--- src/rtl/scratchpad_pkg.sv ---
// Shared types and helpers for the scratchpad request arbiter.
// Size codes, FSM states and the default scratchpad window base.
package scratchpad_pkg;

    typedef enum logic [1:0] {
        LEN_BYTE   = 2'b00,
        LEN_HALF   = 2'b01,
        LEN_WORD   = 2'b10,
        LEN_DOUBLE = 2'b11
    } len_e;

    typedef enum logic [1:0] {
        IDLE   = 2'b00,
        ACCESS = 2'b01,
        WAIT   = 2'b10,
        RESP   = 2'b11
    } state_e;

    localparam logic [63:0] SP_BASE_DEFAULT = 64'h0300_0000_0000_0000;

    function automatic logic [63:0] size_from_len(input logic [1:0] len);
        return 64'd1 << len;
    endfunction

endpackage

--- src/rtl/rr_arbiter.sv ---
// Combinational round-robin arbiter: one-hot grant to the first request
// found searching upward from ptr, wrapping past N-1 back to 0.
module rr_arbiter #(
    parameter int N  = 4,
    parameter int PW = 2
) (
    input  logic [N-1:0]  req,
    input  logic [PW-1:0] ptr,
    output logic [N-1:0]  grant
);

    logic [2*N-1:0] w_shr;
    logic [2*N-1:0] w_shl;
    logic [N-1:0]   w_rot;
    logic [N-1:0]   w_rot_gnt;

    // Rotate so that bit 0 of w_rot is requester ptr, pick the lowest set
    // bit there, then rotate the one-hot back into requester order.
    assign w_shr     = {req, {N{1'b0}}} >> ptr;
    assign w_rot_gnt = w_rot & (-w_rot);
    assign w_shl     = {{N{1'b0}}, w_rot_gnt} << ptr;

    generate
        for (genvar gi = 0; gi < N; gi++) begin : g_rot
            assign w_rot[gi] = w_shr[gi] | w_shr[gi+N];
            assign grant[gi] = w_shl[gi] | w_shl[gi+N];
        end
    endgenerate

endmodule

--- src/rtl/scratchpad_arbiter.sv ---
// Shares one scratchpad port among NUM_REQ requesters, one transaction at a
// time, with window/alignment checking and a held per-requester response.
module scratchpad_arbiter
    import scratchpad_pkg::*;
#(
    parameter int          NUM_REQ         = 4,
    parameter int          CHUNK_SIZE      = 512,
    parameter int          NUM_CHUNKS      = 1024,
    parameter logic [63:0] SCRATCHPAD_BASE = SP_BASE_DEFAULT,
    parameter int          RD_LATENCY      = 1
) (
    input  logic                    clk,
    input  logic                    rst_n,
    input  logic [NUM_REQ-1:0]      req_valid,
    output logic [NUM_REQ-1:0]      req_ready,
    input  logic [NUM_REQ-1:0]      req_write,
    input  logic [NUM_REQ*64-1:0]   req_addr,
    input  logic [NUM_REQ*2-1:0]    req_len,
    input  logic [NUM_REQ*64-1:0]   req_wdata,
    output logic [NUM_REQ-1:0]      rsp_valid,
    input  logic [NUM_REQ-1:0]      rsp_ready,
    output logic                    rsp_err,
    output logic [63:0]             rsp_rdata,
    output logic                    sp_en,
    output logic                    sp_write,
    output logic [63:0]             sp_addr,
    output logic [1:0]              sp_len,
    output logic [63:0]             sp_wdata,
    input  logic [63:0]             sp_rdata,
    output logic [15:0]             err_count
);

    localparam int          IDX_W   = (NUM_REQ > 1) ? $clog2(NUM_REQ) : 1;
    localparam logic [64:0] SP_SIZE = 65'(CHUNK_SIZE) * 65'(NUM_CHUNKS);

    state_e             r_state;
    state_e             w_state_next;
    logic [IDX_W-1:0]   r_rr_ptr;
    logic [IDX_W-1:0]   r_idx;
    logic               r_write;
    logic [63:0]        r_addr;
    logic [1:0]         r_len;
    logic [63:0]        r_wdata;
    logic [2:0]         r_wait_cnt;
    logic               r_rsp_err;
    logic [63:0]        r_rsp_rdata;
    logic [15:0]        r_err_count;

    logic [NUM_REQ-1:0] w_grant;
    logic [IDX_W-1:0]   w_sel_idx;
    logic [63:0]        w_addr_arr  [NUM_REQ];
    logic [63:0]        w_wdata_arr [NUM_REQ];
    logic [1:0]         w_len_arr   [NUM_REQ];
    logic [63:0]        w_sel_addr;
    logic [1:0]         w_sel_len;
    logic [63:0]        w_size;
    logic [63:0]        w_off;
    logic [64:0]        w_end;
    logic               w_req_err;
    logic               w_hs;
    logic               w_rsp_acc;
    logic               w_access;

    generate
        for (genvar gi = 0; gi < NUM_REQ; gi++) begin : g_unpack
            assign w_addr_arr[gi]  = req_addr[64*gi +: 64];
            assign w_wdata_arr[gi] = req_wdata[64*gi +: 64];
            assign w_len_arr[gi]   = req_len[2*gi +: 2];
            assign rsp_valid[gi]   = (r_state == RESP) && (r_idx == IDX_W'(gi));
        end
    endgenerate

    rr_arbiter #(
        .N  (NUM_REQ),
        .PW (IDX_W)
    ) u_rr_arbiter (
        .req   (req_valid),
        .ptr   (r_rr_ptr),
        .grant (w_grant)
    );

    always_comb begin
        w_sel_idx = '0;
        for (int i = 0; i < NUM_REQ; i++) begin
            if (w_grant[i]) begin
                w_sel_idx = IDX_W'(i);
            end
        end
    end

    assign req_ready  = (r_state == IDLE) ? w_grant : '0;
    assign w_hs       = (r_state == IDLE) && (|w_grant);
    assign w_rsp_acc  = (r_state == RESP) && rsp_ready[r_idx];
    assign w_sel_addr = w_addr_arr[w_sel_idx];
    assign w_sel_len  = w_len_arr[w_sel_idx];

    // Offset end is computed one bit wider so an address near the top of
    // the 64-bit space cannot wrap back into the window.
    assign w_size    = size_from_len(w_sel_len);
    assign w_off     = w_sel_addr - SCRATCHPAD_BASE;
    assign w_end     = {1'b0, w_off} + {1'b0, w_size};
    assign w_req_err = (w_sel_addr < SCRATCHPAD_BASE) || (w_end > SP_SIZE)
                       || (|(w_sel_addr & (w_size - 64'd1)));

    always_ff @(posedge clk or negedge rst_n) begin
        if (!rst_n) begin
            r_state <= IDLE;
        end else begin
            r_state <= w_state_next;
        end
    end

    always_comb begin
        w_state_next = r_state;
        case (r_state)
            IDLE:    if (w_hs) w_state_next = w_req_err ? RESP : ACCESS;
            ACCESS:  w_state_next = r_write ? RESP : WAIT;
            WAIT:    if (r_wait_cnt == 3'd1) w_state_next = RESP;
            RESP:    if (w_rsp_acc) w_state_next = IDLE;
            default: w_state_next = IDLE;
        endcase
    end

    always_ff @(posedge clk or negedge rst_n) begin
        if (!rst_n) begin
            r_rr_ptr    <= '0;
            r_idx       <= '0;
            r_write     <= 1'b0;
            r_addr      <= '0;
            r_len       <= '0;
            r_wdata     <= '0;
            r_wait_cnt  <= '0;
            r_rsp_err   <= 1'b0;
            r_rsp_rdata <= '0;
            r_err_count <= '0;
        end else begin
            case (r_state)
                IDLE: begin
                    if (w_hs) begin
                        r_idx       <= w_sel_idx;
                        r_write     <= req_write[w_sel_idx];
                        r_addr      <= w_sel_addr;
                        r_len       <= w_sel_len;
                        r_wdata     <= w_wdata_arr[w_sel_idx];
                        r_rsp_err   <= w_req_err;
                        r_rsp_rdata <= '0;
                        r_rr_ptr    <= (w_sel_idx == IDX_W'(NUM_REQ - 1)) ?
                                       '0 : w_sel_idx + IDX_W'(1);
                    end
                end
                ACCESS: r_wait_cnt <= 3'(RD_LATENCY);
                WAIT: begin
                    r_wait_cnt <= r_wait_cnt - 3'd1;
                    if (r_wait_cnt == 3'd1) begin
                        r_rsp_rdata <= sp_rdata;
                    end
                end
                RESP: begin
                    if (w_rsp_acc) begin
                        if (r_rsp_err && (r_err_count != 16'hFFFF)) begin
                            r_err_count <= r_err_count + 16'd1;
                        end
                        r_rsp_err   <= 1'b0;
                        r_rsp_rdata <= '0;
                    end
                end
                default: ;
            endcase
        end
    end

    assign w_access  = (r_state == ACCESS);
    assign sp_en     = w_access;
    assign sp_write  = w_access ? r_write : 1'b0;
    assign sp_addr   = w_access ? r_addr  : '0;
    assign sp_len    = w_access ? r_len   : '0;
    assign sp_wdata  = w_access ? r_wdata : '0;
    assign rsp_err   = r_rsp_err;
    assign rsp_rdata = r_rsp_rdata;
    assign err_count = r_err_count;

endmodule

--- config.mk ---
export PLATFORM = sky130hd
export DESIGN_NAME = scratchpad_arbiter
export DESIGN_NICKNAME = d
export VERILOG_FILES = /design/src/rtl/scratchpad_pkg.sv /design/src/rtl/rr_arbiter.sv /design/src/rtl/scratchpad_arbiter.sv
export SDC_FILE = /design/constraint.sdc
export NUM_CORES = 1
export LEC_CHECK = 0
export ABC_AREA = 0
export BUFFER_PORTS_ARGS = -buffer_cell sky130_fd_sc_hd__buf_2
export CAP_MARGIN = 20
export CORE_AREA = 2 2 318 320
export CTS_CLUSTER_SIZE = 20
export DETAILED_ROUTE_END_ITERATION = 6
export DIE_AREA = 0 0 320 322
export SETUP_SLACK_MARGIN = 0.15
export SYNTH_ARGS = -nofsm -noshare
export SYNTH_HDL_FRONTEND = slang
export SYNTH_SLANG_ARGS = --single-unit
--- constraint.sdc ---
create_clock -name clk -period 5.2 [get_ports clk]
set_input_delay 0.52 -clock clk [delete_from_list [all_inputs] [get_ports clk]]
set_output_delay 0.52 -clock clk [all_outputs]
set_load 0.1 [all_outputs]
# [Word level (Yosys, flattened, before mapping)]
# Index checks and enable logic that the tools add are counted.
[word_totals] in_bits=598 reg_bits=221
[op_classes] n_shift=3 mux=36 n_bitwise=11 magnitude_cmp=5 n_eq_ne=12 add_sub_neg=7 reduce_logical=21
[ops] cell="$mux W64" n=9
[ops] cell="$bmux W64 S2" n=2
[ops] cell="$pmux W64 S3" n=1
[ops] cell="$add A64 B64 Y65" n=1
[ops] cell="$gt A65 B20 Y1 const B" n=1
[ops] cell="$and A64 B64 Y64" n=1
[ops] cell="$lt A64 B58 Y1 const B" n=1
[ops] cell="$reduce_or A64 Y1" n=1
[ops] cell="$shl A1 B2 Y64 const A" n=1
[ops] cell="$sub A64 B1 Y64 const B" n=1
[ops] cell="$sub A64 B58 Y64 const B" n=1
[ops] cell="$mux W2" n=10
[ops] cell="$add A16 B1 Y16 const B" n=1
[ops] cell="$ne A16 B16 Y1 const B" n=1
[ops] cell="$eq A2 B2 Y1 const B" n=5
[ops] cell="$reduce_and A3 Y1" n=3
[ops] cell="$or A1 B1 Y1" n=8
[ops] cell="$pmux W2 S4" n=1
[ops] cell="$shl A4 B2 Y8" n=1
[ops] cell="$shr A8 B2 Y8" n=1
[ops] cell="$logic_and A1 B1 Y1" n=7
[ops] cell="$mux W1" n=7
[ops] cell="$lt A2 B3 Y1 const B" n=2
[ops] cell="$ne A2 B2 Y1 const B" n=3
[ops] cell="other kinds (20)" n=25

# [Longest topological paths before layout]
[depth] depth_word=21 mapped_depth=24 ltp_nobuf=19

# [Modules after synthesis]
# A second synthesis with hierarchy kept.
[hier_totals] hier_cells=2063 hier_area_um2=16160.5
[by_module_without_submodules] module="scratchpad_arbiter" n_inst=1 seq_area_each_um2=5530.3 area_each_um2=16059.2 cells_per_inst=2047
[by_module_without_submodules] module="rr_arbiter" n_inst=1 seq_area_each_um2=0.0 area_each_um2=101.3 cells_per_inst=16

# [Worst setup path before layout]
# Ideal clock, no wire load.
[synth_path] kind="input-to-reg" from="input req_valid[2]" to="register r_state[1]" required_time_ns=5.080 arrival_ns=4.957 path_stages=22 setup_slack_ns=0.123 path_cell_list="buf_2 > nor2_1 > o21ai_0 > or2_2 > buf_2 > clkbuf_1 > buf_2 > buf_2 > clkbuf_1 > o22ai_1 > nor3_1 > ha_1 > buf_1 > o21ai_0 > nor4_4 > o2111ai_2 > or2_1 > o41ai_2 > o211ai_1 > a2111oi_2 > nand4_1 > a31o_1"
[synth_between] elab_chain_len=21 word_cells_on_any_way=39 classes_between="add/sub: 4; order compare: 2; eq/ne: 1; shift: 3; mux: 12; bitwise: 11; reduce/logical: 6"
[synth_rtl] item="start: declaration" line_no="scratchpad_arbiter.sv:14" source="input logic [NUM_REQ-1:0] req_valid,"
[synth_rtl] item="$shr A8 B2 Y8 *" line_no="rr_arbiter.sv:19" source="assign w_shr = {req, {N{1'b0}}} >> ptr;"
[synth_rtl] item="$or A1 B1 Y1" line_no="rr_arbiter.sv:25" source="assign w_rot[gi] = w_shr[gi] | w_shr[gi+N];"
[synth_rtl] item="$neg A4 Y4" line_no="rr_arbiter.sv:20" source="assign w_rot_gnt = w_rot & (-w_rot);"
[synth_rtl] item="$and A4 B4 Y4 *" line_no="rr_arbiter.sv:20"
[synth_rtl] item="$shl A4 B2 Y8 *" line_no="rr_arbiter.sv:21" source="assign w_shl = {{N{1'b0}}, w_rot_gnt} << ptr;"
[synth_rtl] item="$or A1 B1 Y1" line_no="rr_arbiter.sv:26" source="assign grant[gi] = w_shl[gi] | w_shl[gi+N];"
[synth_rtl] item="$mux W1" line_no="scratchpad_arbiter.sv:85" source="if (w_grant[i]) begin"
[synth_rtl] item="$mux W2" line_no="scratchpad_arbiter.sv:85"
[synth_rtl] item="(+5 left out)"
[synth_rtl] item="$sub A64 B58 Y64 *" line_no="scratchpad_arbiter.sv:100" source="assign w_off = w_sel_addr - SCRATCHPAD_BASE;"
[synth_rtl] item="net w_off[3]" line_no="scratchpad_arbiter.sv:57" source="logic [63:0] w_off;"
[synth_rtl] item="$add A64 B64 Y65 *" line_no="scratchpad_arbiter.sv:101" source="assign w_end = {1'b0, w_off} + {1'b0, w_size};"
[synth_rtl] item="$gt A65 B20 Y1 *" line_no="scratchpad_arbiter.sv:102" source="assign w_req_err = (w_sel_addr < SCRATCHPAD_BASE) || (w_end > SP_SIZE)"
[synth_rtl] item="$logic_or A1 B1 Y1 *" line_no="scratchpad_arbiter.sv:102"
[synth_rtl] item="$logic_or A1 B1 Y1 *" line_no="scratchpad_arbiter.sv:103" source="|| (|(w_sel_addr & (w_size - 64'd1)));"
[synth_rtl] item="$mux W2 * (2 in series)" line_no="scratchpad_arbiter.sv:116" source="IDLE: if (w_hs) w_state_next = w_req_err ? RESP : ACCESS;"
[synth_rtl] item="$pmux W2 S4 *" line_no="scratchpad_arbiter.sv:115" source="case (r_state)"
[synth_rtl] item="end signal: assignment" line_no="scratchpad_arbiter.sv:109" source="r_state <= w_state_next;"
[synth_rtl] item="end: declaration" line_no="scratchpad_arbiter.sv:36" source="state_e r_state;"
# Mark *: on every way through the listed nets, which the timed path passes. The rest lies on a longest branch. The select of a mux whose other input is x is not followed.
# A chain may end at the register's enable or synchronous reset.

# [Final worst setup path]
[layout_path] from="register r_rr_ptr[0]" to="register r_state[1]"
[layout_between] elab_chain_len=21 word_cells_on_any_way=39 classes_between="add/sub: 4; order compare: 2; eq/ne: 1; shift: 3; mux: 12; bitwise: 11; reduce/logical: 6"
[layout_rtl] item="start: declaration" line_no="scratchpad_arbiter.sv:38" source="logic [IDX_W-1:0] r_rr_ptr;"
[layout_rtl] item="start signal: assignment" line_no="scratchpad_arbiter.sv:147" source="r_rr_ptr <= (w_sel_idx == IDX_W'(NUM_REQ - 1)) ?"
[layout_rtl] item="$shr A8 B2 Y8" line_no="rr_arbiter.sv:19"
[layout_rtl] item="$or A1 B1 Y1" line_no="rr_arbiter.sv:25"
[layout_rtl] item="$neg A4 Y4" line_no="rr_arbiter.sv:20"
[layout_rtl] item="$and A4 B4 Y4" line_no="rr_arbiter.sv:20"
[layout_rtl] item="$shl A4 B2 Y8 *" line_no="rr_arbiter.sv:21"
[layout_rtl] item="$or A1 B1 Y1" line_no="rr_arbiter.sv:26"
[layout_rtl] item="$mux W1" line_no="scratchpad_arbiter.sv:85"
[layout_rtl] item="$mux W2 (2 in series)" line_no="scratchpad_arbiter.sv:85"
[layout_rtl] item="(+2 left out)"
[layout_rtl] item="$mux W64 (not written as such) or $mux W2 (tied branches) (2 in series)" line_no="scratchpad_arbiter.sv:94, scratchpad_arbiter.sv:95"
[layout_rtl] item="$sub A64 B58 Y64 or $shl A1 B2 Y64 (tied branches)" line_no="scratchpad_arbiter.sv:100, scratchpad_pkg.sv:22"
[layout_rtl] item="$add A64 B64 Y65 or $sub A64 B1 Y64 (tied branches)" line_no="scratchpad_arbiter.sv:101, scratchpad_arbiter.sv:103"
[layout_rtl] item="$gt A65 B20 Y1 or $and A64 B64 Y64 (tied branches)" line_no="scratchpad_arbiter.sv:102, scratchpad_arbiter.sv:103"
[layout_rtl] item="$logic_or A1 B1 Y1 or $reduce_or A64 Y1 (tied branches)" line_no="scratchpad_arbiter.sv:102, scratchpad_arbiter.sv:103"
[layout_rtl] item="$logic_or A1 B1 Y1" line_no="scratchpad_arbiter.sv:103"
[layout_rtl] item="$mux W2 (2 in series)" line_no="scratchpad_arbiter.sv:116"
[layout_rtl] item="$pmux W2 S4" line_no="scratchpad_arbiter.sv:115"
# Every way passes the cells marked *; elsewhere a longest branch is shown, timed or not. The select of a mux whose other input is x is not followed.

==> flow_metrics.env <==
export IMPL_yosysUniqueCellTypes=89
export IMPL_drive_above_1_share_pct=34.2
export IMPL_cp_max_fo=14
export IMPL_clk_path_buf_depth=3
export IMPL_slowest_stage="a2111oi_4"
export IMPL_antenna_left=0
export IMPL_seq_area_mm2=0.00553
export IMPL_cts_root_buf="clkbuf_16"
export IMPL_critPathCaptureType="register"
export IMPL_synthArstFlopShare_pct=100
export IMPL_via_count=21177
export IMPL_yosys_warnings=0
export IMPL_power_density_mw_per_mm2=765
export IMPL_portBuffers=818
export IMPL_grt_setup_unrepaired="false"
export IMPL_crit_required_ns=5.72
export IMPL_grt_overflow_total=0
export IMPL_final_setup_viol_count=0
export IMPL_fin_skew_ns=0.0398
export IMPL_die_area_mm2=0.103
export IMPL_syn_area_per_cell_um2=7.30
export IMPL_die_height_um=322
export IMPL_grt_max_degree=104
export IMPL_power_leakage_nw=11.5
export IMPL_numCtsBuffers=30
export IMPL_holdPathEnd="rsp_rdata[33]"
export IMPL_critical_path_class="register to register"
export IMPL_num_rows=116
export IMPL_cts_sinks=221
export IMPL_start_util_pct=16.6
export IMPL_synth_seq_cells=221
export IMPL_syn_nets=2876
export IMPL_yosysTopAreaCellShare_pct=33.5
export IMPL_reg2regPathDepth=18
export IMPL_holdWs_ns=0.118
export IMPL_slowest_delay_ns=0.46
export IMPL_cp_cell_sequence="buf_4 -> nor2b_1 -> o21a_1 -> buf_4 -> nor3_1 -> a2111oi_4 -> xnor2_1 -> ha_1 -> a21o_1 -> a21oi_1 -> o31a_1 -> xnor2_1 -> a2111oi_0 -> and4_1 -> nand4_1 -> a21oi_1 -> nand4_1 -> a31o_1"
export IMPL_ios=819
export IMPL_seq_area_frac_synth_pct=33.5
export IMPL_placed_cell_area_mm2=0.0223
export IMPL_cts_tree="built"
export IMPL_vias_per_cell=4.86
export IMPL_cts_reportedPaths_clkPinSlew_ns=0.06
export IMPL_regToRegSetupSlack_ns=0.41
export IMPL_reg2reg_to="r_state[1]"
export IMPL_synthCells=2263
export IMPL_hold_viol=0
export IMPL_min_from="sp_rdata[33]"
export IMPL_drc=0
export IMPL_first_pass_iters=5
export IMPL_grt_pass1_wl_um=136000
export IMPL_multi_input_area_mm2=0.0104
export IMPL_fin_nets=3641
export IMPL_fillers=11222
export IMPL_grt_pass1_vias=19779
export IMPL_core_region_area_mm2=0.0996
export IMPL_synthTopCellsByArea="dfrtp_1, nand2_1, and2_1, nor2_1, o21ai_0"
export IMPL_crit_path_start_kind="register"
export IMPL_drv_slew=0
export IMPL_synth_edf_count=0
export IMPL_drt_initial_drc_count=1904
export IMPL_period_minus_slack_ns=4.79
export IMPL_fmax_mhz=209
export IMPL_tightestPinTransition_ns=1.11
export IMPL_antenna_found_initial=28
export IMPL_gp_congestion=1.01
export IMPL_grt_usage_pct=17.6
export IMPL_yosysTopAreaCell="dfrtp_1"
export IMPL_timing_critical_path_buf_inv=2
export IMPL_routed_wl_um=96700
export IMPL_wl_per_cell_um=22.2
export IMPL_min_period_over_period_pct=92.1
export IMPL_syn2layout_area_growth_pct=42.4
export IMPL_die_w_um=320
export IMPL_cts_htree_levels=1
export IMPL_hold_path_class="primary input to register"
export IMPL_min_path_cells=3
export IMPL_ys_flop_type="dfrtp_1"
export IMPL_vdd_ir_drop_max_uv=370
export IMPL_r2r_start="r_rr_ptr[0]"
export IMPL_fin_area_mm2=0.0235
export IMPL_critical_path_top_delay_family="compound AO/OA/AOI/OAI gates"
export IMPL_status="finished clean"
export IMPL_max_cap_violations=0
export IMPL_place_hpwl_um=77400
export IMPL_clock_latency_ns=0.64
export IMPL_slew_headroom_pct=26.1
export IMPL_arrival_ns=5.31
export IMPL_synth_cell_area_mm2=0.0165
synth_stat cells, types with 11 or more instances:
cell      number
nand2_1      527
dfrtp_1      221
nor2_1       207
o21ai_0      154
and2_1       134
clkbuf_1     114
nand3_1      111
a21oi_1      100
o22ai_1       78
nor3_1        64
nand4_1       32
xnor2_1       32
buf_2         29
inv_1         23
a31oi_1       21
buf_1         21
and3_1        20
or3_1         16
a221oi_1      15
a22oi_1       15
ha_1          15
nor4_1        15
o211ai_1      15
o21a_1        13
xor2_1        13
a31o_2        12
o32a_1        12
o32ai_1       12
mux2_2        11
o221ai_1      11
metal layers:
layer | up-vias | GRT usage [%] | share of wire [%]
li1 | 9582 | - | -
met1 | 10247 | 25.1 | 45
met2 | 1160 | 26.2 | 43
met3 | 172 | 4.21 | 9.5
met4 | 16 | 5.25 | 3.2
met5 | - | 0 | 0.097
where the power goes:
group | switching [W] | internal, W | total (W) | leakage, nW
Sequential | 0.000464 | 0.00254 | 0.00300 | 2.82
Clock | 0.000893 | 0.00120 | 0.00210 | 0.494
Combinational | 0.0101 | 0.00283 | 0.0129 | 8.17
Total | 0.0114 | 0.00657 | 0.0180 | 11.5
through the flow:
step	power (W)	TNS, ns	utilization [%]	instances	setup WS [ns]
2_1_floorplan	0.0121	0	-	2263	0.189
3_3_place_gp	0.0157	0	22.4	4291	0.0170
3_5_place_dp	0.0158	-0.199	22.4	4291	-0.109
4_1_cts	0.0180	0	23.5	4348	0.158
5_1_grt	0.0190	0	23.6	4357	0.167
6_report	0.0180	0	23.6	4361	0.413
layout make-up:
cell class	instances	area share, %
Clock buffer	36	3.42
Multi-Input combinational cell	1846	44.2
Inverter	24	0.383
Antenna cell	11	0.117
Timing Repair Buffer	905	20.6
Clock inverter	20	0.814
Sequential cell	221	23.5
Tap cell	1298	6.91
flip-flops by register name, summed over array words and instances, names as in the netlist:
signal	count
r_wait_cnt	3
r_len	2
r_idx	2
err_count	16
r_addr	64
rsp_rdata	64
rsp_err	1
r_rr_ptr	2
r_state	2
r_wdata	64
r_write	1
what timing repair did:
action	CTS	global route
gates cloned	0	0
hold endpoints to repair	64	0
hold buffers	1	0
buffers inserted	0	2
pin swaps	0	4
gates resized for setup	2	20
endpoints found under the setup margin	2	2
kinds of logic (layout without fill, tap and decap cells):
logic type | count (synthesis) | count (layout) | synth area share (%)
multiplexers | 16 | 16 | 1.13
adder cells (fa/ha/maj) | 15 | 15 | 1.14
XOR/XNOR | 45 | 45 | 2.39
AO/OA/AOI/OAI | 570 | 570 | 23.1
other | 0 | 11 | 0
AND/OR/NAND/NOR | 1200 | 1200 | 33.9
buffers and inverters | 196 | 985 | 4.86
flip-flops | 221 | 221 | 33.5
cells in the final DEF, fill, tap and decap left out, types with 15 or more instances in the layout:
cell / instances
a21oi_1: 99
a22oi_1: 15
a31oi_1: 21
and2_1: 134
and3_1: 20
buf_2: 817
buf_4: 77
clkbuf_16: 30
dfrtp_1: 220
inv_1: 23
nand2_1: 527
nand3_1: 111
nand4_1: 32
nor2_1: 203
nor3_1: 64
o211ai_1: 15
o21ai_0: 151
o22ai_1: 78
or3_1: 16
xnor2_1: 32
worst register-to-register path, delay by kind of cell, from the launching register on:
family / cells / cell delay [ns]
AND/OR/NAND/NOR: 5 / 0.99
flip-flops: 1 / 0.41
AO/OA/AOI/OAI: 8 / 2.34
adder cells (fa/ha/maj): 1 / 0.24
buffers and inverters: 2 / 0.46
XOR/XNOR: 2 / 0.27
worst max-delay path by stage:
stage,from,to,slack [ns],cells past startpoint
5_1_grt,r_rr_ptr[0],r_state[1],0.17,19
6_report,r_rr_ptr[0],r_state[1],0.41,18
4_1_cts,r_rr_ptr[1],r_state[1],0.16,18
2_1_floorplan,req_valid[2],r_state[1],0.19,22
3_5_place_dp,req_valid[2],r_state[1],-0.11,19
3_3_place_gp,req_valid[2],r_state[1],0.02,19
Power figures use the tool's default switching activity.
